===== config.mk =====
export PLATFORM = sky130hd
export DESIGN_NAME = cp0_int_unit
export DESIGN_NICKNAME = d
export VERILOG_FILES = /design/src/rtl/cp0_int_unit.sv
export SDC_FILE = /design/constraint.sdc
export NUM_CORES = 1
export LEC_CHECK = 0
export BUFFER_PORTS_ARGS = -buffer_cell sky130_fd_sc_hd__buf_4
export CAP_MARGIN = 20
export CORE_AREA = 2 2 98 81
export CTS_BUF_LIST = sky130_fd_sc_hd__clkbuf_16
export DETAILED_ROUTE_END_ITERATION = 8
export DIE_AREA = 0 0 100 83
export PLACE_DENSITY = 0.74
export SLEW_MARGIN = 30
export SYNTH_ARGS = -nofsm -noshare
export SYNTH_HDL_FRONTEND = slang
export SYNTH_SLANG_ARGS = --single-unit

===== constraint.sdc =====
create_clock -name clk -period 1.15 [get_ports clk]
set_input_delay 0.0575 -clock clk [delete_from_list [all_inputs] [get_ports clk]]
set_output_delay 0.0575 -clock clk [all_outputs]
set_load 0.005 [all_outputs]

===== src/rtl/cp0_int_unit.sv =====
// Coprocessor-0 interrupt unit: synchronises IRQ lines, latches pending requests,
// and commits IE/IRS/EPC writes through a short pipeline aligned with writeback.
module cp0_int_unit #(
  parameter int   PC_W       = 32,
  parameter int   COMMIT_LAT = 2,
  parameter logic IE_RESET   = 1'b1
) (
  input  logic            clk,
  input  logic            rst_n,
  input  logic [2:0]      irq_in,
  input  logic            inting,
  input  logic [3:0]      cp0_w_en,
  input  logic [3:0]      cp0_w_data,
  input  logic            bubble,
  input  logic [PC_W-1:0] epc_in,
  output logic            int_req,   // "int" is a reserved word in SystemVerilog
  output logic [2:0]      ints,
  output logic [2:0]      irs,
  output logic            ie,
  output logic [PC_W-1:0] epc,
  output logic [2:0]      pending,
  output logic            cp0_w_collision
);

  localparam int LAST = COMMIT_LAT - 1;

  // Blocks every source at or below the highest in-service level.
  function automatic logic [2:0] lower_mask(input logic [2:0] level);
    if (level[2])      return 3'b111;
    else if (level[1]) return 3'b011;
    else if (level[0]) return 3'b001;
    else               return 3'b000;
  endfunction

  function automatic logic [2:0] encode_winner(input logic [2:0] elig);
    if (elig[2])      return 3'd3;
    else if (elig[1]) return 3'd2;
    else if (elig[0]) return 3'd1;
    else              return 3'd0;
  endfunction

  logic [2:0] irq_p0, irq_p1, irq_p2;
  logic [2:0] irq_rise;

  // Stage: two-flop synchroniser followed by the edge register
  always_ff @(posedge clk) begin
    if (!rst_n) begin
      irq_p0 <= '0;
      irq_p1 <= '0;
      irq_p2 <= '0;
    end else begin
      irq_p0 <= irq_in;
      irq_p1 <= irq_p0;
      irq_p2 <= irq_p1;
    end
  end

  assign irq_rise = irq_p1 & ~irq_p2;

  logic                            accept;
  logic [COMMIT_LAT-1:0]           vld_p;
  logic [COMMIT_LAT-1:0][3:0]      en_p;
  logic [COMMIT_LAT-1:0][3:0]      data_p;
  logic [COMMIT_LAT-1:0][PC_W-1:0] epc_p;

  assign accept = inting && (|cp0_w_en) && !bubble;

  // Stage: commit pipeline, entry commits when it reaches the last slot
  always_ff @(posedge clk) begin
    if (!rst_n) begin
      vld_p <= '0;
    end else begin
      vld_p[0] <= accept;
      for (int i = 1; i < COMMIT_LAT; i++) vld_p[i] <= vld_p[i-1];
    end
  end

  always_ff @(posedge clk) begin
    en_p[0]   <= cp0_w_en;
    data_p[0] <= cp0_w_data;
    epc_p[0]  <= epc_in;
    for (int i = 1; i < COMMIT_LAT; i++) begin
      en_p[i]   <= en_p[i-1];
      data_p[i] <= data_p[i-1];
      epc_p[i]  <= epc_p[i-1];
    end
  end

  logic       cm_vld;
  logic [3:0] cm_en;
  logic [2:0] cm_mask;
  logic [2:0] set_mask;
  logic [2:0] irs_next;

  assign cm_vld   = vld_p[LAST];
  assign cm_en    = en_p[LAST];
  assign cm_mask  = data_p[LAST][3:1];
  assign set_mask = (cm_vld && cm_en[3]) ? cm_mask : 3'b000;

  // Clear (keep-mask) first, then set, so a combined entry ends with the set bits present.
  always_comb begin
    irs_next = irs;
    if (cm_vld && cm_en[2]) irs_next = irs_next & cm_mask;
    if (cm_vld && cm_en[3]) irs_next = irs_next | cm_mask;
  end

  // Stage: architectural state
  always_ff @(posedge clk) begin
    if (!rst_n) begin
      pending <= '0;
      irs     <= '0;
      ie      <= IE_RESET;
      epc     <= '0;
    end else begin
      pending <= (pending & ~set_mask) | irq_rise;
      irs     <= irs_next;
      if (cm_vld && cm_en[1]) ie  <= data_p[LAST][0];
      if (cm_vld && cm_en[0]) epc <= epc_p[LAST];
    end
  end

  logic [2:0] eligible;

  assign eligible        = pending & ~lower_mask(irs);
  assign ints            = encode_winner(eligible);
  assign int_req         = ie && (|eligible);
  assign cp0_w_collision = |vld_p;

endmodule

==> metrics, run 1 <==
clock-pin slew on the worst setup and hold paths 60 ps; #FFs+latches synth 130; antenna-violating nets left 0; switching pwr ~2100 uW; GRT overflow 0; hold crit path type input port to flip-flop; Clock Skew about 9.8 ps; Mapped Nets 346; H-tree depth 4; VDD IR max around 1800 uV; Vias/cell around 4.7; Tmin final approximately 1500 ps; pre-CTS WS between 1 and 1.5 ps; Setup violations, final 3; worst-path cell chain or4b_4 > a21oi_2 > buf_4; crit path launch type flip-flop; setup ws final -382.5 ps; DRT Wirelength ~8.1 mm; Logic pwr share 0.057; largest area contributor in the netlist dfxtp_1; antenna violations before repair 0; crit path DAT roughly 1500 ps; Starting Density 0.5021; vias in the first global route ~2800; sequential area share after synthesis 0.7114; clock share of power 0.480; Root Driver clkbuf_16; cell count after synthesis about 300; Core Util, Final 0.7606; final std cells w/o fill 550; Syn Area/Cell ~12 um^2; TritonCTS clock tree yes; Pins Over Slew Limit 0; Die Width 100 um; Port Buffer Count a little under 90; clk buf depth 2; max_cap viols 0; failing checks setup timing; Detailed Routing Iterations Pass 1 4; Slowest cell on crit path or4b_4; GPL Wtd Cong between 0.8 and 0.9; die area between 8000 and 9000 um^2; largest incremental delay on the critical path roughly 530 ps; sequential power share 0.463; area fraction of the dominant cell type after synthesis 0.7114; post-route cell area approximately 5500 um^2; synth warn 0; Fin. Hold Viols 0; Final #Nets ~490; Skew-Pair Late Insertion Delay 400 ps; ANT cells 0; total track usage 0.2059; Area Growth Syn to Fin 51.50%; placed insts 469; Pint 8188 uW; 1st-iter DRT viols between 70 and 80; RSZ-0062 raised after global routing true; switch share 0.2047; most frequent cell after synthesis dfxtp_1; first-pass GRT wire length between 10 and 15 mm; LEAKAGE between 0.002 and 0.0025 uW; vias between 2000 and 3000; status finished with violations; Synth area leaders dfxtp_1, a21bo_1, a21oi_1, nand3_1, buf_2; layout cells sized above 1 0.3065; predominant post-synthesis flop cell dfxtp_1; DRC violations left 0; post-DP HPWL 4.446 mm; I/O pins 91; Peak Freq 652.5 MHz; Cell Area, Placed about 4500 um^2; async set-or-reset flop fraction in the synthesized netlist 0; die height 83 um; WP data required between 1000 and 1500 ps; number of flops mapped to enable cells by yosys 0; Sink Count between 100 and 150; Critical Setup Path Class flip-flop to output port; synthesized area about 3700 um^2; core area between 7000 and 8000 um^2; Final period util 1.333; Num CTS Buffers 17; pin count of the biggest net entering global routing 34; Max FO, Critical Path 2; PwrDens ~1900 nW/um^2; drt wl/cell approximately 15 um; CP endpoint kind output port; Site Rows 28; Synth top cells by count dfxtp_1, a21oi_1, nand3_1, a21bo_1, buf_2; synth unique cells 24; hold slack roughly 42 ps
==> per-layer routing <==
layer / vias up / global-route usage / routed length, um
met5: - / 0 / 0
met4: 0 / 0.07597 / 87
met3: 12 / 0.07660 / 439
met2: 70 / 0.3471 / 4102
met1: 1211 / 0.2387 / 3448
li1: 1319 / - / -
==> flip-flops by register name, summed over array words and instances (netlist names) <==
signal / cells
cm_en: 4
cm_mask: 3
data_p: 5
en_p: 4
epc: 32
epc_p: 64
ie: 1
irq_p0: 3
irq_p1: 3
irq_p2: 3
irs: 3
pending: 3
vld_p: 2
==> worst paths after layout <==
path                            startpoint         end  slack, ps  depth (start not counted)
worst max register to register    vld_p[1]  pending[2]         50                          4
worst min-delay path                 rst_n     epc[25]         40                          3
worst max-delay path                irs[0]     ints[0]       -380                          3
worst min register to register   epc_p[10]   epc_p[42]        320                          0
==> worst max-delay path, delay by kind of cell, from the launching register on <==
family | cells | cell delay, ps
and+or+nand+nor | 1 | 530
DFF | 1 | 300
AOI/OAI and AO/OA | 1 | 120
buffers and inverters | 1 | 110
==> area by class of cell <==
| type | instances | area [um^2] |
|---|---|---|
| Clock buffer | 17 | 425.4 |
| Clock inverter | 15 | 127.6 |
| Fill cell | 472 | 1744 |
| Inverter | 2 | 7.507 |
| Multi-Input combinational cell | 146 | 969.7 |
| Sequential cell | 130 | 2609 |
| Tap cell | 90 | 112.6 |
| Timing Repair Buffer | 150 | 1291 |
==> kinds of logic after synthesis <==
family                 Yosys count  share of synthesized area
other                            1                   0.001025
buffers and inverters           23                    0.03009
AOI/OAI and AO/OA               81                     0.1638
and+or+nand+nor                 64                    0.09371
DFF                            130                     0.7114
==> timing repair <==
action | in CTS | in global routing
pin swaps | 4 | 1
buffers inserted | 1 | 0
setup endpoints to repair | 4 | 7
hold endpoints to repair | 49 | 0
hold buffers | 48 | 0
resized for setup | 5 | 4
==> cell usage in the layout (no fill, tap or decap), drive strengths merged, types with 6 or more instances in the layout <==
master | Yosys | layout
dfxtp | 130 | 130
buf | 17 | 102
dlygate4sd3 | 0 | 48
a21oi | 37 | 37
a21bo | 35 | 35
nand3 | 32 | 32
clkbuf | 4 | 17
and2 | 11 | 11
nand2b | 9 | 9
nand2 | 7 | 7
clkinv | 0 | 6
==> stage by stage <==
stage	total power (uW)	TNS, ps
after floorplan	5014	0
after detailed placement	5286	0
final	10300	-817.2
after global placement	5268	0
after global routing	10670	-992.7
after CTS	10360	-856.2
==> power groups by stage <==
| stage | clock network [uW] | registers (uW) | logic, uW |
|---|---|---|---|
| floorplan | 0 | 4840 | 170 |
| global placement | 0 | 4860 | 410 |
| detailed placement | 0 | 4870 | 420 |
| CTS | 5020 | 4770 | 570 |
| global route | 5250 | 4790 | 631 |
| finish | 4940 | 4770 | 586 |
No activity file was read; power rests on OpenSTA's default activity.
==> run 2, diff against run 1 <==
Settings changed: PLACE_DENSITY 0.74 to 0.79.
==> metrics, run 2 (synthesized netlist as in run 1, its figures left out) <==
placed insts 467 (was 469); core area 7287 um^2 (unchanged); VDD IR max 1398 uV (was 1754 uV); DRC violations left 0 (unchanged); hold crit path type input port to flip-flop (unchanged); worst-path cell chain or4b_4 > a21oi_2 > buf_4 (unchanged); ANT cells 0 (unchanged); PwrDens 1941 nW/um^2 (was 1858 nW/um^2); Tmin final 1566 ps (was 1532 ps); Max FO, Critical Path 2 (unchanged); failing checks setup timing (unchanged); RSZ-0062 raised after global routing true (unchanged); TritonCTS clock tree yes (unchanged); Sink Count 130 (unchanged); first-pass GRT wire length 12.94 mm (was 13.09 mm); Detailed Routing Iterations Pass 1 4 (unchanged); Num CTS Buffers 17 (unchanged); crit path launch type flip-flop (unchanged); clk buf depth 2 (unchanged); total track usage 0.2001 (was 0.2059); Reg2Reg Setup Slack 30 ps (was 50 ps); hold endpoint irq_p0[0] (was epc[25]); Root Driver clkbuf_16 (unchanged); Biggest register epc_p (unchanged); die area 8300 um^2 (unchanged); Starting Density 0.5021 (unchanged); final std cells w/o fill 549 (was 550); layout cells sized above 1 0.3290 (was 0.3065); vias 2648 (was 2612); max_cap viols 0 (unchanged); Clock Skew 7.800 ps (was 9.816 ps); Worst R2R End epc[31] (was pending[2]); Slowest cell on crit path or4b_4 (unchanged); WP data required 1090 ps (about the same); R2R depth 4 (unchanged); Site Rows 28 (unchanged); setup ws final -416.4 ps (was -382.5 ps); status finished with violations (unchanged); pin count of the biggest net entering global routing 65 (was 34); die height 83 um (unchanged); GRT overflow 0 (unchanged); Core Util, Final 0.7722 (was 0.7606); I/O pins 91 (unchanged); worst r2r src vld_p[1] (unchanged); drt wl/cell 14.07 um (was 14.69 um); largest incremental delay on the critical path 530 ps (about the same); Pins Over Slew Limit 0 (unchanged); Largest regs epc_p: 64 flops, epc: 32 flops, data_p: 5 flops (unchanged); H-tree depth 4 (unchanged); Fin. Hold Viols 0 (unchanged); commonest non-fill, non-tap cells in the layout dfxtp_1, buf_4, dlygate4sd3_1 (unchanged); Fin Setup TNS -815.8 ps (was -817.2 ps); 1st-iter DRT viols 57 (was 74); Final #Nets 493 (was 494); GPL Wtd Cong 0.7887 (was 0.8185); LEAKAGE 0.002402 uW (was 0.002379 uW); vias in the first global route 2751 (was 2750); Skew-Pair Late Insertion Delay 390 ps (was 400 ps); Critical Setup Path Class flip-flop to output port (unchanged); Peak Freq 638.4 MHz (was 652.5 MHz); Area Growth Syn to Fin 53.80% (was 51.50%); commonest non-fill, non-tap cell in the layout dfxtp_1 (unchanged); Final period util 1.362 (was 1.333); Die Width 100 um (unchanged); crit path DAT 1510 ps (was 1470 ps); antenna violations before repair 0 (unchanged); DRT Wirelength 7.722 mm (was 8.078 mm); Vias/cell 4.823 (was 4.749); clock-pin slew on the worst setup and hold paths 60 ps (about the same); Port Buffer Count 89 (unchanged); CP endpoint kind output port (unchanged); max reg flops 64 (unchanged); Setup violations, final 3 (unchanged); antenna-violating nets left 0 (unchanged); hold-critical path depth 2 (was 3); post-DP HPWL 4.180 mm (was 4.446 mm); hold_sp rst_n (unchanged)
[run 2: cell types whose count changed in the layout (fill, tap and decap cells not counted), moves of 2 or more]
cell | before | now
dfxtp_1 | 127 | 123
dfxtp_2 | 2 | 6
clkinv_2 | 3 | 0
clkinv_4 | 0 | 3
inv_1 | 4 | 1
inv_6 | 0 | 3
buf_6 | 2 | 4
bufinv_16 | 2 | 4
clkinv_1 | 3 | 1
dlygate4sd3_1 | 48 | 46
[run 2: worst max-delay path by stage]
stage / start / end / slack (ps) / cells after the start
2_1_floorplan: irs[0] / ints[0] / 90 / 2
3_3_place_gp: irs[0] / ints[0] / 8 / 3
3_5_place_dp: irs[0] / ints[0] / -10 / 3
4_1_cts: pending[1] / ints[0] / -410 / 3
5_1_grt: pending[1] / ints[0] / -490 / 3
6_report: pending[1] / ints[0] / -420 / 3
[run 2: layout make-up]
class                      count  area [um^2]
multi-input combinational    146        974.7
clock buffer                  17        425.4
timing repair buffer         149         1286
clock inverter                15        206.4
inverter                       2        7.507
fill                         454         1660
sequential                   130         2614
tap                           90        112.6
[run 2: layer usage]
layer  vias up  global-route usage  part of all wire  wire (um)
met5         -                   0                 0          0
met3        11             0.06650             0.039        298
li1       1322                   -                 -          -
met2        64              0.3446              0.52       4041
met1      1251              0.2273              0.42       3271
met4         0             0.08095             0.014        111
[run 2: through the flow]
stage               hold WS (ps)  total power [uW]  setup WS [ps]  cell area [um^2]
floorplan                  85.22              5014          92.17              3659
detailed placement         163.1              5275         -9.941              4452
CTS                        7.831             11010         -414.8              5622
global placement           161.7              5259          7.728              4452
global route               22.80             11340         -485.7              5627
finish                     17.45             10920         -416.4              5627
[run 2: where the power goes]
part	total [uW]	switching, uW	leakage [uW]	internal [uW]
sequential	4760	64.9	0.00108	4700
clock	5570	1920	0.000294	3650
combinational	583	220	0.00102	363
[run 2: repair_timing]
item                                    in CTS  in global routing
buffers inserted                             4                  0
endpoints found under the setup margin       4                  5
hold buffers                                46                  0
cloned                                       0                  0
pin swaps                                    5                  1
endpoints found under the hold margin       44                  0
gates resized for setup                     13                  2
[run 2: worst max-delay path, delay by kind of cell, from the launching register on]
family | cells | cell delay, ps
AOI/OAI and AO/OA | 1 | 140
buffers and inverters | 1 | 120
DFF | 1 | 320
and+or+nand+nor | 1 | 530
==> run 3, diff against run 2 <==
Settings changed: HOLD_SLACK_MARGIN from default to 0.08, SKIP_LAST_GASP from default to 1.
==> metrics, run 3 (synthesized netlist as in run 1, its figures left out) <==
DRC violations left 0 (unchanged); Starting Density 0.5021 (unchanged); GR Layer Usage met1 0.2367 (was 0.2273); ANT cells 0 (unchanged); drt wl/cell 14.46 um (was 14.07 um); Biggest register epc_p (unchanged); crit path DAT 1500 ps (was 1510 ps); vias in the first global route 2793 (was 2751); Fin. Hold Viols 0 (unchanged); max reg flops 64 (unchanged); core area 7287 um^2 (unchanged); clock-pin slew on the worst setup and hold paths 60 ps (about the same); crit path launch type flip-flop (unchanged); Skew-Pair Late Insertion Delay 390 ps (about the same); Num CTS Buffers 17 (unchanged); LEAKAGE 0.002417 uW (was 0.002402 uW); pin count of the biggest net entering global routing 65 (unchanged); Vias/cell 4.859 (was 4.823); max_cap viols 0 (unchanged); I/O pins 91 (unchanged); Peak Freq 644.0 MHz (was 638.4 MHz); grt met3 use 0.06734 (was 0.06650); Tmin final 1553 ps (was 1566 ps); post-route cell area 5653 um^2 (was 5627 um^2); first-pass GRT wire length 13.29 mm (was 12.94 mm); GRT overflow 0 (unchanged); DRT Wirelength 7.982 mm (was 7.722 mm); Final period util 1.350 (was 1.362); VDD IR max 1398 uV (about the same); antenna violations before repair 0 (unchanged); register area 2614 um^2 (unchanged); Port Buffer Count 89 (unchanged); die area 8300 um^2 (unchanged); grt peak-use layer met2 (unchanged); setup ws final -402.8 ps (was -416.4 ps); clk buf depth 2 (unchanged); die height 83 um (unchanged); vias 2682 (was 2648); Critical Setup Path Class flip-flop to output port (unchanged); H-tree depth 4 (unchanged); failing checks setup timing (unchanged); Die Width 100 um (unchanged); Clock Skew 7.708 ps (was 7.800 ps); commonest non-fill, non-tap cell in the layout dfxtp_1 (unchanged); Core Util, Final 0.7758 (was 0.7722); antenna-violating nets left 0 (unchanged); PwrDens 1936 nW/um^2 (was 1941 nW/um^2); layout cells sized above 1 0.3247 (was 0.3290); Pins Over Slew Limit 0 (unchanged); hold crit path type input port to flip-flop (unchanged); TritonCTS clock tree yes (unchanged); Cell Area, Placed 4452 um^2 (unchanged); CP endpoint kind output port (unchanged); Fin Setup TNS -905.7 ps (was -815.8 ps); status finished with violations (unchanged); WP data required 1090 ps (about the same); Area Growth Syn to Fin 54.51% (was 53.80%); Final #Nets 496 (was 493); post-DP HPWL 4.180 mm (unchanged); Fill cells 455 (was 454); Largest regs epc_p: 64 flops, epc: 32 flops, data_p: 5 flops (unchanged); 1st-iter DRT viols 58 (was 57); RSZ-0062 raised after global routing true (unchanged); Root Driver clkbuf_16 (unchanged); Setup violations, final 3 (unchanged); commonest non-fill, non-tap cells in the layout dfxtp_1, buf_4, dlygate4sd3_1 (unchanged); total track usage 0.2051 (was 0.2001); Sink Count 130 (unchanged); Multi-input gate area 967.2 um^2 (was 974.7 um^2); grt met2 use 0.3526 (was 0.3446); Max FO, Critical Path 2 (unchanged); GPL Wtd Cong 0.7887 (unchanged); Detailed Routing Iterations Pass 1 4 (unchanged); pre-CTS WS -9.941 ps (unchanged); Site Rows 28 (unchanged)
==> run 3: cell types whose count changed in the layout (fill, tap and decap cells not counted), sizes merged <==
cell,delta
dlygate4sd3,+3
==> run 3: stage by stage <==
stage | power [uW] | hold WS (ps) | std cells
2_1_floorplan | 5014 | 85.22 | 299
3_3_place_gp | 5259 | 161.7 | 467
5_1_grt | 11360 | 292.5 | 552
4_1_cts | 11020 | 287.4 | 553
3_5_place_dp | 5275 | 163.1 | 467
6_report | 10950 | 301.6 | 552
==> run 3: what timing repair did <==
action | CTS | global route
endpoints found under the hold margin | 54 | 2
setup endpoints to repair | 4 | 7
gates resized for setup | 12 | 3
setup buffers | 4 | 1
pin swaps | 5 | 1
hold buffers | 50 | 1
==> run 3: per-layer routing <==
| layer | routed length, um | vias up |
|---|---|---|
| met5 | 0 | - |
| met4 | 120 | 0 |
| met3 | 337 | 13 |
| met2 | 4176 | 69 |
| met1 | 3348 | 1272 |
| li1 | - | 1328 |
==> run 3: area by class of cell <==
class / count / share of cell area
Sequential cell: 130 / 0.4624
Multi-Input combinational cell: 146 / 0.1711
Timing Repair Buffer: 152 / 0.2335
Inverter: 2 / 0.001328
Clock inverter: 15 / 0.03652
Clock buffer: 17 / 0.07525
Tap cell: 90 / 0.01992
==> run 3: worst max-delay path: stages (launching register included) <==
cell     delay, ps
dfxtp_2        320
or4b_4         540
a21oi_2        130
buf_4          120
==> run 3: worst paths after layout <==
check	from	end	slack (ps)	depth (start not counted)
worst max-delay path	pending[1]	ints[0]	-400	3
worst min-delay path	cp0_w_data[1]	data_p[1]	300	2
worst max register to register	vld_p[1]	epc[31]	40	4
worst min register to register	epc_p[15]	epc_p[47]	320	0
==> run 3: report_power, final <==
group | internal (uW) | switching (uW) | total [uW]
sequential | 4700 | 66.9 | 4770
clock | 3650 | 1940 | 5580
combinational | 368 | 227 | 595
total | 8720 | 2230 | 10900
